$ cat src/rtl/cpu_debug_master.sv
// Board-level debug controller: run/pause/single-step CPU advance enable and a
// multiplexed hex seven-segment view of a selectable probe channel.
module cpu_debug_master #(
    parameter int unsigned DIV_COUNT   = 100_000_000,
    parameter int unsigned REFRESH_DIV = 100_000,
    parameter int unsigned NUM_CH      = 8,
    parameter int unsigned DATA_W      = 32,
    parameter int unsigned DIGITS      = 4,
    parameter int unsigned DEB_CYCLES  = 1_000_000,
    localparam int unsigned CH_W  = (NUM_CH > 1) ? $clog2(NUM_CH) : 1,
    localparam int unsigned WIN_N = DATA_W / (4 * DIGITS),
    localparam int unsigned WIN_W = (WIN_N > 1) ? $clog2(WIN_N) : 1
) (
    input  logic                     clk,
    input  logic                     reset,
    input  logic                     pause,
    input  logic                     step_btn,
    input  logic [CH_W-1:0]          ch_sel,
    input  logic [WIN_W-1:0]         win_sel,
    input  logic [NUM_CH*DATA_W-1:0] ch_data,
    output logic                     cpu_tick,
    output logic [31:0]              tick_count,
    output logic                     paused,
    output logic [6:0]               seg,
    output logic [DIGITS-1:0]        an
);

    localparam int unsigned DIV_W = (DIV_COUNT > 1) ? $clog2(DIV_COUNT) : 1;
    localparam int unsigned REF_W = (REFRESH_DIV > 1) ? $clog2(REFRESH_DIV) : 1;
    localparam int unsigned DEB_W = (DEB_CYCLES > 1) ? $clog2(DEB_CYCLES) : 1;
    localparam int unsigned IDX_W = (DIGITS > 1) ? $clog2(DIGITS) : 1;

    localparam logic [1:0] ST_RUN    = 2'd0;
    localparam logic [1:0] ST_PAUSED = 2'd1;
    localparam logic [1:0] ST_STEP   = 2'd2;

    logic              sync1_q, sync1_d;
    logic              sync2_q, sync2_d;
    logic [DEB_W-1:0]  deb_cnt_q, deb_cnt_d;
    logic              deb_lvl_q, deb_lvl_d;
    logic              step_evt_q, step_evt_d;
    logic [1:0]        state_q, state_d;
    logic [DIV_W-1:0]  div_q, div_d;
    logic              cpu_tick_q, cpu_tick_d;
    logic [31:0]       tick_count_q, tick_count_d;
    logic              paused_q, paused_d;
    logic [REF_W-1:0]  ref_cnt_q, ref_cnt_d;
    logic [IDX_W-1:0]  idx_q, idx_d;
    logic [6:0]        seg_q, seg_d;
    logic [DIGITS-1:0] an_q, an_d;
    logic [DATA_W-1:0] word_c;
    logic [3:0]        nib_c;

    // Active-low {g,f,e,d,c,b,a} hex glyphs
    function automatic logic [6:0] hex7(input logic [3:0] n);
        case (n)
            4'h0: return 7'h40;
            4'h1: return 7'h79;
            4'h2: return 7'h24;
            4'h3: return 7'h30;
            4'h4: return 7'h19;
            4'h5: return 7'h12;
            4'h6: return 7'h02;
            4'h7: return 7'h78;
            4'h8: return 7'h00;
            4'h9: return 7'h10;
            4'hA: return 7'h08;
            4'hB: return 7'h03;
            4'hC: return 7'h46;
            4'hD: return 7'h21;
            4'hE: return 7'h06;
            default: return 7'h0E;
        endcase
    endfunction

    // Step button: 2-FF synchronizer, stable-count debounce, rising-edge event
    always_comb begin
        sync1_d   = step_btn;
        sync2_d   = sync1_q;
        deb_cnt_d = '0;
        deb_lvl_d = deb_lvl_q;
        if (sync2_q != deb_lvl_q) begin
            if (deb_cnt_q == DEB_W'(DEB_CYCLES - 1)) begin
                deb_lvl_d = sync2_q;
            end else begin
                deb_cnt_d = deb_cnt_q + DEB_W'(1);
            end
        end
        step_evt_d = deb_lvl_d & ~deb_lvl_q;
    end

    // Run/pause/step sequencing; divider holds its value outside RUN
    always_comb begin
        state_d    = state_q;
        div_d      = div_q;
        cpu_tick_d = 1'b0;
        case (state_q)
            ST_RUN: begin
                if (pause) begin
                    state_d = ST_PAUSED;
                end else if (div_q == DIV_W'(DIV_COUNT - 1)) begin
                    div_d      = '0;
                    cpu_tick_d = 1'b1;
                end else begin
                    div_d = div_q + DIV_W'(1);
                end
            end
            ST_PAUSED: begin
                if (step_evt_q) begin
                    state_d    = ST_STEP;
                    cpu_tick_d = 1'b1;
                end else if (!pause) begin
                    state_d = ST_RUN;
                end
            end
            ST_STEP: begin
                state_d = pause ? ST_PAUSED : ST_RUN;
            end
            default: begin
                state_d = ST_RUN;
            end
        endcase
        tick_count_d = tick_count_q + 32'(cpu_tick_d);
        paused_d     = (state_d == ST_PAUSED);
    end

    // Digit scan counter, independent of the FSM
    always_comb begin
        ref_cnt_d = ref_cnt_q + REF_W'(1);
        idx_d     = idx_q;
        if (ref_cnt_q == REF_W'(REFRESH_DIV - 1)) begin
            ref_cnt_d = '0;
            idx_d     = (idx_q == IDX_W'(DIGITS - 1)) ? '0 : idx_q + IDX_W'(1);
        end
    end

    // Channel/window/digit nibble select; out-of-range selects show zero
    always_comb begin
        word_c = '0;
        nib_c  = '0;
        for (int k = 0; k < NUM_CH; k++) begin
            if (ch_sel == CH_W'(k)) begin
                word_c = ch_data[k*DATA_W +: DATA_W];
            end
        end
        for (int w = 0; w < WIN_N; w++) begin
            for (int d = 0; d < DIGITS; d++) begin
                if (win_sel == WIN_W'(w) && idx_q == IDX_W'(d)) begin
                    nib_c = word_c[(w*DIGITS + d)*4 +: 4];
                end
            end
        end
        seg_d = hex7(nib_c);
        an_d  = '1;
        for (int d = 0; d < DIGITS; d++) begin
            an_d[d] = (idx_q != IDX_W'(d));
        end
    end

    // State registers with synchronous reset
    always_ff @(posedge clk) begin
        if (reset) begin
            sync1_q      <= 1'b0;
            sync2_q      <= 1'b0;
            deb_cnt_q    <= '0;
            deb_lvl_q    <= 1'b0;
            step_evt_q   <= 1'b0;
            state_q      <= ST_RUN;
            div_q        <= '0;
            cpu_tick_q   <= 1'b0;
            tick_count_q <= '0;
            paused_q     <= 1'b0;
            ref_cnt_q    <= '0;
            idx_q        <= '0;
            seg_q        <= 7'h7F;
            an_q         <= '1;
        end else begin
            sync1_q      <= sync1_d;
            sync2_q      <= sync2_d;
            deb_cnt_q    <= deb_cnt_d;
            deb_lvl_q    <= deb_lvl_d;
            step_evt_q   <= step_evt_d;
            state_q      <= state_d;
            div_q        <= div_d;
            cpu_tick_q   <= cpu_tick_d;
            tick_count_q <= tick_count_d;
            paused_q     <= paused_d;
            ref_cnt_q    <= ref_cnt_d;
            idx_q        <= idx_d;
            seg_q        <= seg_d;
            an_q         <= an_d;
        end
    end

    assign cpu_tick   = cpu_tick_q;
    assign tick_count = tick_count_q;
    assign paused     = paused_q;
    assign seg        = seg_q;
    assign an         = an_q;

endmodule
$ cat config.mk
export PLATFORM = sky130hd
export DESIGN_NAME = cpu_debug_master
export DESIGN_NICKNAME = d
export VERILOG_FILES = /design/src/rtl/cpu_debug_master.sv
export SDC_FILE = /design/constraint.sdc
export NUM_CORES = 1
export LEC_CHECK = 0
export CORE_MARGIN = 8
export CORE_UTILIZATION = 44
export CTS_CLUSTER_SIZE = 24
export DETAILED_ROUTE_END_ITERATION = 10
export PLACE_DENSITY = 0.78
export SLEW_MARGIN = 25
export SYNTH_ARGS = -nofsm -noshare
export SYNTH_HDL_FRONTEND = slang
export SYNTH_SLANG_ARGS = --single-unit
export TNS_END_PERCENT = 5
$ cat constraint.sdc
create_clock -name clk -period 5 [get_ports clk]
set_clock_uncertainty 0.15 [all_clocks]
set_input_delay 0.5 -clock clk [delete_from_list [all_inputs] [get_ports clk]]
set_output_delay 0.5 -clock clk [all_outputs]
set_load 0.05 [all_outputs]
# == Word level (Yosys, flattened, before mapping) ==
# Memories as Yosys holds them, arrays and structs flattened. A register that Yosys moved wholly into a read port is not among the register bits.
# Cells that the tools add are included.
# Widths: inputs -> output; s select.
# word_totals
register_bits,110
wordCells,88
latchBits,0
mem_bits_rw,0
memories,1
output_inout_bits,45
romBits,112
# classes
magnitude_cmp,0
n_reduce_logical,15
n_div,0
mux,29
shift,0
n_addsub,5
multipliers,0
bitwise,5
eq_ne,20
# mem_list
name,words,width,read_ports,rd_clocked_by_memory_dff,write_ports,line,rtl
(name not given),16,7,1,1,0,56,case (n)
# ops
operator,count
$mux 32,8
$add 32x1->32,1
$mux 4,8
$add 27x1->27 const B,1
$eq 27x27->1 const B,1
$mux 27,1
$add 20x1->20 const B,1
$eq 20x20->1 const B,1
$add 17x1->17 const B,1
$eq 17x17->1 const B,1
$eq 3x3->1 const B,4
$logic_and 1x1->1,8
$mux 2,4
$eq 2x1->1 const B,3
$eq 2x2->1 const B,3
$eq 3x2->1 const B,2
$mux 1,6
$pmux 2 s3,1
$logic_not 2->1,2
$ne 2x2->1 const B,2
$not 1->1,4
$eq 3x1->1 const B,1
$logic_not 3->1,1
$reduce_or 3->1,1
8 further kinds,8

# == Longest topological paths before layout ==
# logic_depth
depth_word,17
mapped_depth,17
depth_no_buf,16

# == Least setup slack after synthesis ==
# No wires, ideal clock.
# synth_path
kind,input port to flip-flop
start,input port pause
end,register tick_count_q[29] (netlist: tick_count[29])
setup_time_ns,0.128
path_stages,16
arrival_ns,3.306
path_buffers,1
setup_slack_ns,1.416
path_cell_list,nor4b_1 > and2_1 > nand3_1 > or2_2 > nor3_1 > inv_1 > nand2_1 > ha_1 > and3_1 > clkbuf_1 > and3_1 > nand3_1 > nor2_1 > nand4_1 > xor2_1 > nor2_1
# synth_via
elab_chain_cells,3
# synth_rtl
item,line,rtl
from (decl),16,"input logic pause,"
$mux 1,99,if (pause) begin
$pmux 1 s2,97,case (state_q)
net cpu_tick_d,44,"logic cpu_tick_q, cpu_tick_d;"
$add 32x1->32,123,tick_count_d = tick_count_q + 32'(cpu_tick_d);
to (signal assigned),186,tick_count_q <= tick_count_d;
to (decl),45,"logic [31:0] tick_count_q, tick_count_d;"
# The timed path passes the listed nets, and every way through them passes these cells.
# A chain may end at the register's enable or synchronous reset.

# == Worst setup path in the final report ==
# Same ends and word-level chain as after synthesis.

==> reports/results.ini <==
[critical_path]
crit_arrival_ns = 4.11
worstPathMaxFanout = 8
startpoint_type = input port
ff2ff_setup_slack_ns = 1.07
worstSetupEndpointType = flip-flop
reg2reg_depth = 16
worstReg2RegStart = div_q[0]
critPathKind = input port to flip-flop
rr_endpoint = tick_count[29]
cp.required_ns = 5.13

[clock_network]
worstSkewPairLatency_ns = 0.41
clk_root_buffer_cell = clkbuf_16
post_cts_buffers = 0
cts_tree = done
cts_hold_buf = 0
clk_pin_slew_ns = 0.05
cts_buffer_depth = 2
cts_resized = 0
cts_buffers = 17
htreeDepth = 4
clock_sinks = 117

[logic_synthesis]
ys_ff_latch = 117
synth.area.mux_share_pct = 13.5
synth_top_family_by_area = simple AND/OR/NAND/NOR gates
seq_area_frac_synth_pct = 30.8
synth_compound_gate_area_share_pct = 15.4
synth_cell_types = 80
synth-xor-area-share_pct = 9.09
synth_edf_count = 0
synth_warnings = 0
yosys.area_share.simple_pct = 24.4
syn_nets = 1176
synthesis.area_mm2 = 0.00761
synthFlopType = dfxtp_1
syn_area_per_cell_um2 = 8.49
synthAdderAreaFrac_pct = 2.47
async_flop_share_pct = 0
netlist_instances = 897

[drt]
wire_per_inst_um = 20.3
wirelength_um = 28900
drtAntennaViolNets = 0
vias = 7884
drtIter0Drc = 469
dr.pass1.iters = 5
drc = 0
via_per_inst = 5.54

[global_route]
grt_usage_pct = 26.1
antenna_found_initial = 2
grt_pass1_vias = 8099
grt_overflow_total = 0
grt_max_degree = 58
grt_pass1_wl_um = 44800

[cells_and_area]
syn_to_final_growth_pct = 49.8
layout_commonest_cell = clkdlybuf4s50_1
final_nets = 1461
layout_common_cells = 304 x clkdlybuf4s50_1, 134 x nor2_1, 117 x dfxtp_1, 51 x nand2_1
drive_gt1_share_pct = 7.36
fin_area_mm2 = 0.0114

[floorplan]
pin_count = 309
dieArea_mm2 = 0.0218
rows = 48
initial_utilization_pct = 44.5
die_h_um = 148
die_x_um = 148
core_area_mm2 = 0.0171

[flow_run]
drv_cap = 0

[power]
ir_worst_vdd_mv = 0.279
total_power_mw = 2.74
power_leakage_nw = 4.13
powerDensity_mw_per_mm2 = 241

[place]
dp_hpwl_um = 23300
postPlaceCellArea_mm2 = 0.0108
globalplace.congestion = 0.899
io_buffers = 308

[sta]
fin_setup_tns_ns = 0
layout_worst_path_cycle_share_pct = 79.7
setup_violations = 0
fmax_mhz = 251
worstMarginPinSlew_ns = 0.816
slew_headroom_pct = 45.6
fin_crit_ns = 3.98
rsz0062_at_grt = false
finalHoldViolCount = 0
slew_violations = 0

[worst_hold_path]
hold_end = sync2_q
min_from = sync1_q
hp-class = flip-flop to flip-flop
min_delay_path_depth = 1

[outcome]
outcome = completed

## per-layer routing
layer / share of wire (%) / up-vias / GRT usage (%)
li1: - / 3832 / -
met1: 40 / 3740 / 29.8
met2: 52 / 273 / 46.0
met3: 6.2 / 39 / 7.15
met4: 2.3 / 0 / 8.41
met5: 0 / - / 0
## stage by stage
| stage | hold WS [ns] | util, % | setup slack (ns) | instances |
|---|---|---|---|---|
| 2_1_floorplan | 0.264 | - | 1.42 | 897 |
| 3_3_place_gp | 0.268 | 63.0 | 0.745 | 1388 |
| 3_5_place_dp | 0.284 | 63.0 | 0.651 | 1388 |
| 4_1_cts | 0.296 | 66.6 | 1.02 | 1420 |
| 5_1_grt | 0.310 | 66.6 | 0.553 | 1422 |
| 6_report | 0.291 | 66.6 | 1.02 | 1422 |
## state kept, by name, summed over array words and instances (netlist names)
| signal | cells |
|---|---|
| deb_cnt_q | 20 |
| sync1_q | 1 |
| cpu_tick | 1 |
| tick_count | 32 |
| idx_q | 2 |
| an | 4 |
| paused | 1 |
| seg | 7 |
| state_q | 2 |
| sync2_q | 1 |
| step_evt_q | 1 |
| div_q | 27 |
| ref_cnt_q | 17 |
| deb_lvl_q | 1 |
## worst max-delay path, stage by stage
cell and delay [ns]:
clkdlybuf4s50_1 0.45, nor4b_1 0.39, and2_1 0.24, nand3_1 0.20, or2_2 0.36, nor3_1 0.24, inv_1 0.09, nand2_1 0.08
ha_1 0.17, and3_1 0.33, and3_1 0.24, nand3_1 0.23, nor2_1 0.25, nand4_1 0.14, xor2_1 0.15, nor2_1 0.05
## Yosys cell counts, drive strengths merged, types with 16 or more instances
library cell / count / share of area, %
dfxtp: 117 / 31
or3: 17 / 1.4
nand3: 41 / 2.7
nor2: 135 / 6.7
buf: 32 / 2.4
xor2: 41 / 4.7
a21oi: 36 / 2.4
nand2: 51 / 2.5
inv: 24 / 1.2
mux2i: 36 / 4.7
mux2: 17 / 2.6
nor3: 20 / 1.3
mux4: 21 / 6.2
xnor2: 38 / 4.4
nand4: 21 / 1.7
o21ai: 37 / 2.5
and3: 16 / 1.3
## power breakdown
part | total (mW) | switching (mW) | leakage (nW) | internal [mW]
clock | 1.23 | 0.408 | 0.305 | 0.824
sequential | 0.955 | 0.00619 | 0.947 | 0.948
combinational | 0.557 | 0.242 | 2.88 | 0.315
total | 2.74 | 0.656 | 4.13 | 2.09
## worst max path at each step
stage	startpoint	endpoint	slack, ns	cells after the start
floorplan	pause	tick_count[29]	1.42	16
global placement	pause	tick_count[29]	0.74	16
detailed placement	pause	tick_count[29]	0.65	16
CTS	pause	tick_count[29]	1.02	16
global route	pause	tick_count[29]	0.55	16
finish	pause	tick_count[29]	1.02	16
## kinds of logic (layout without fill, tap and decap cells)
logic type      count (synthesis)  count (layout)
buf+inv                        72             370
simple gates                  370             370
xor+xnor                       79              79
other cells                     0               2
mux                            74              74
compound gates                170             170
flops                         117             117
fa+ha+maj                      15              15
## final cells by class
| type | count | area (um^2) |
|---|---|---|
| Antenna cell | 2 | 5.00 |
| Clock buffer | 25 | 526 |
| Clock inverter | 7 | 91.3 |
| Fill cell | 1439 | 5710 |
| Inverter | 25 | 93.8 |
| Multi-Input combinational cell | 708 | 4930 |
| Sequential cell | 117 | 2340 |
| Tap cell | 225 | 282 |
| Timing Repair Buffer | 313 | 3130 |
No activity file was read; power rests on OpenSTA's default activity.
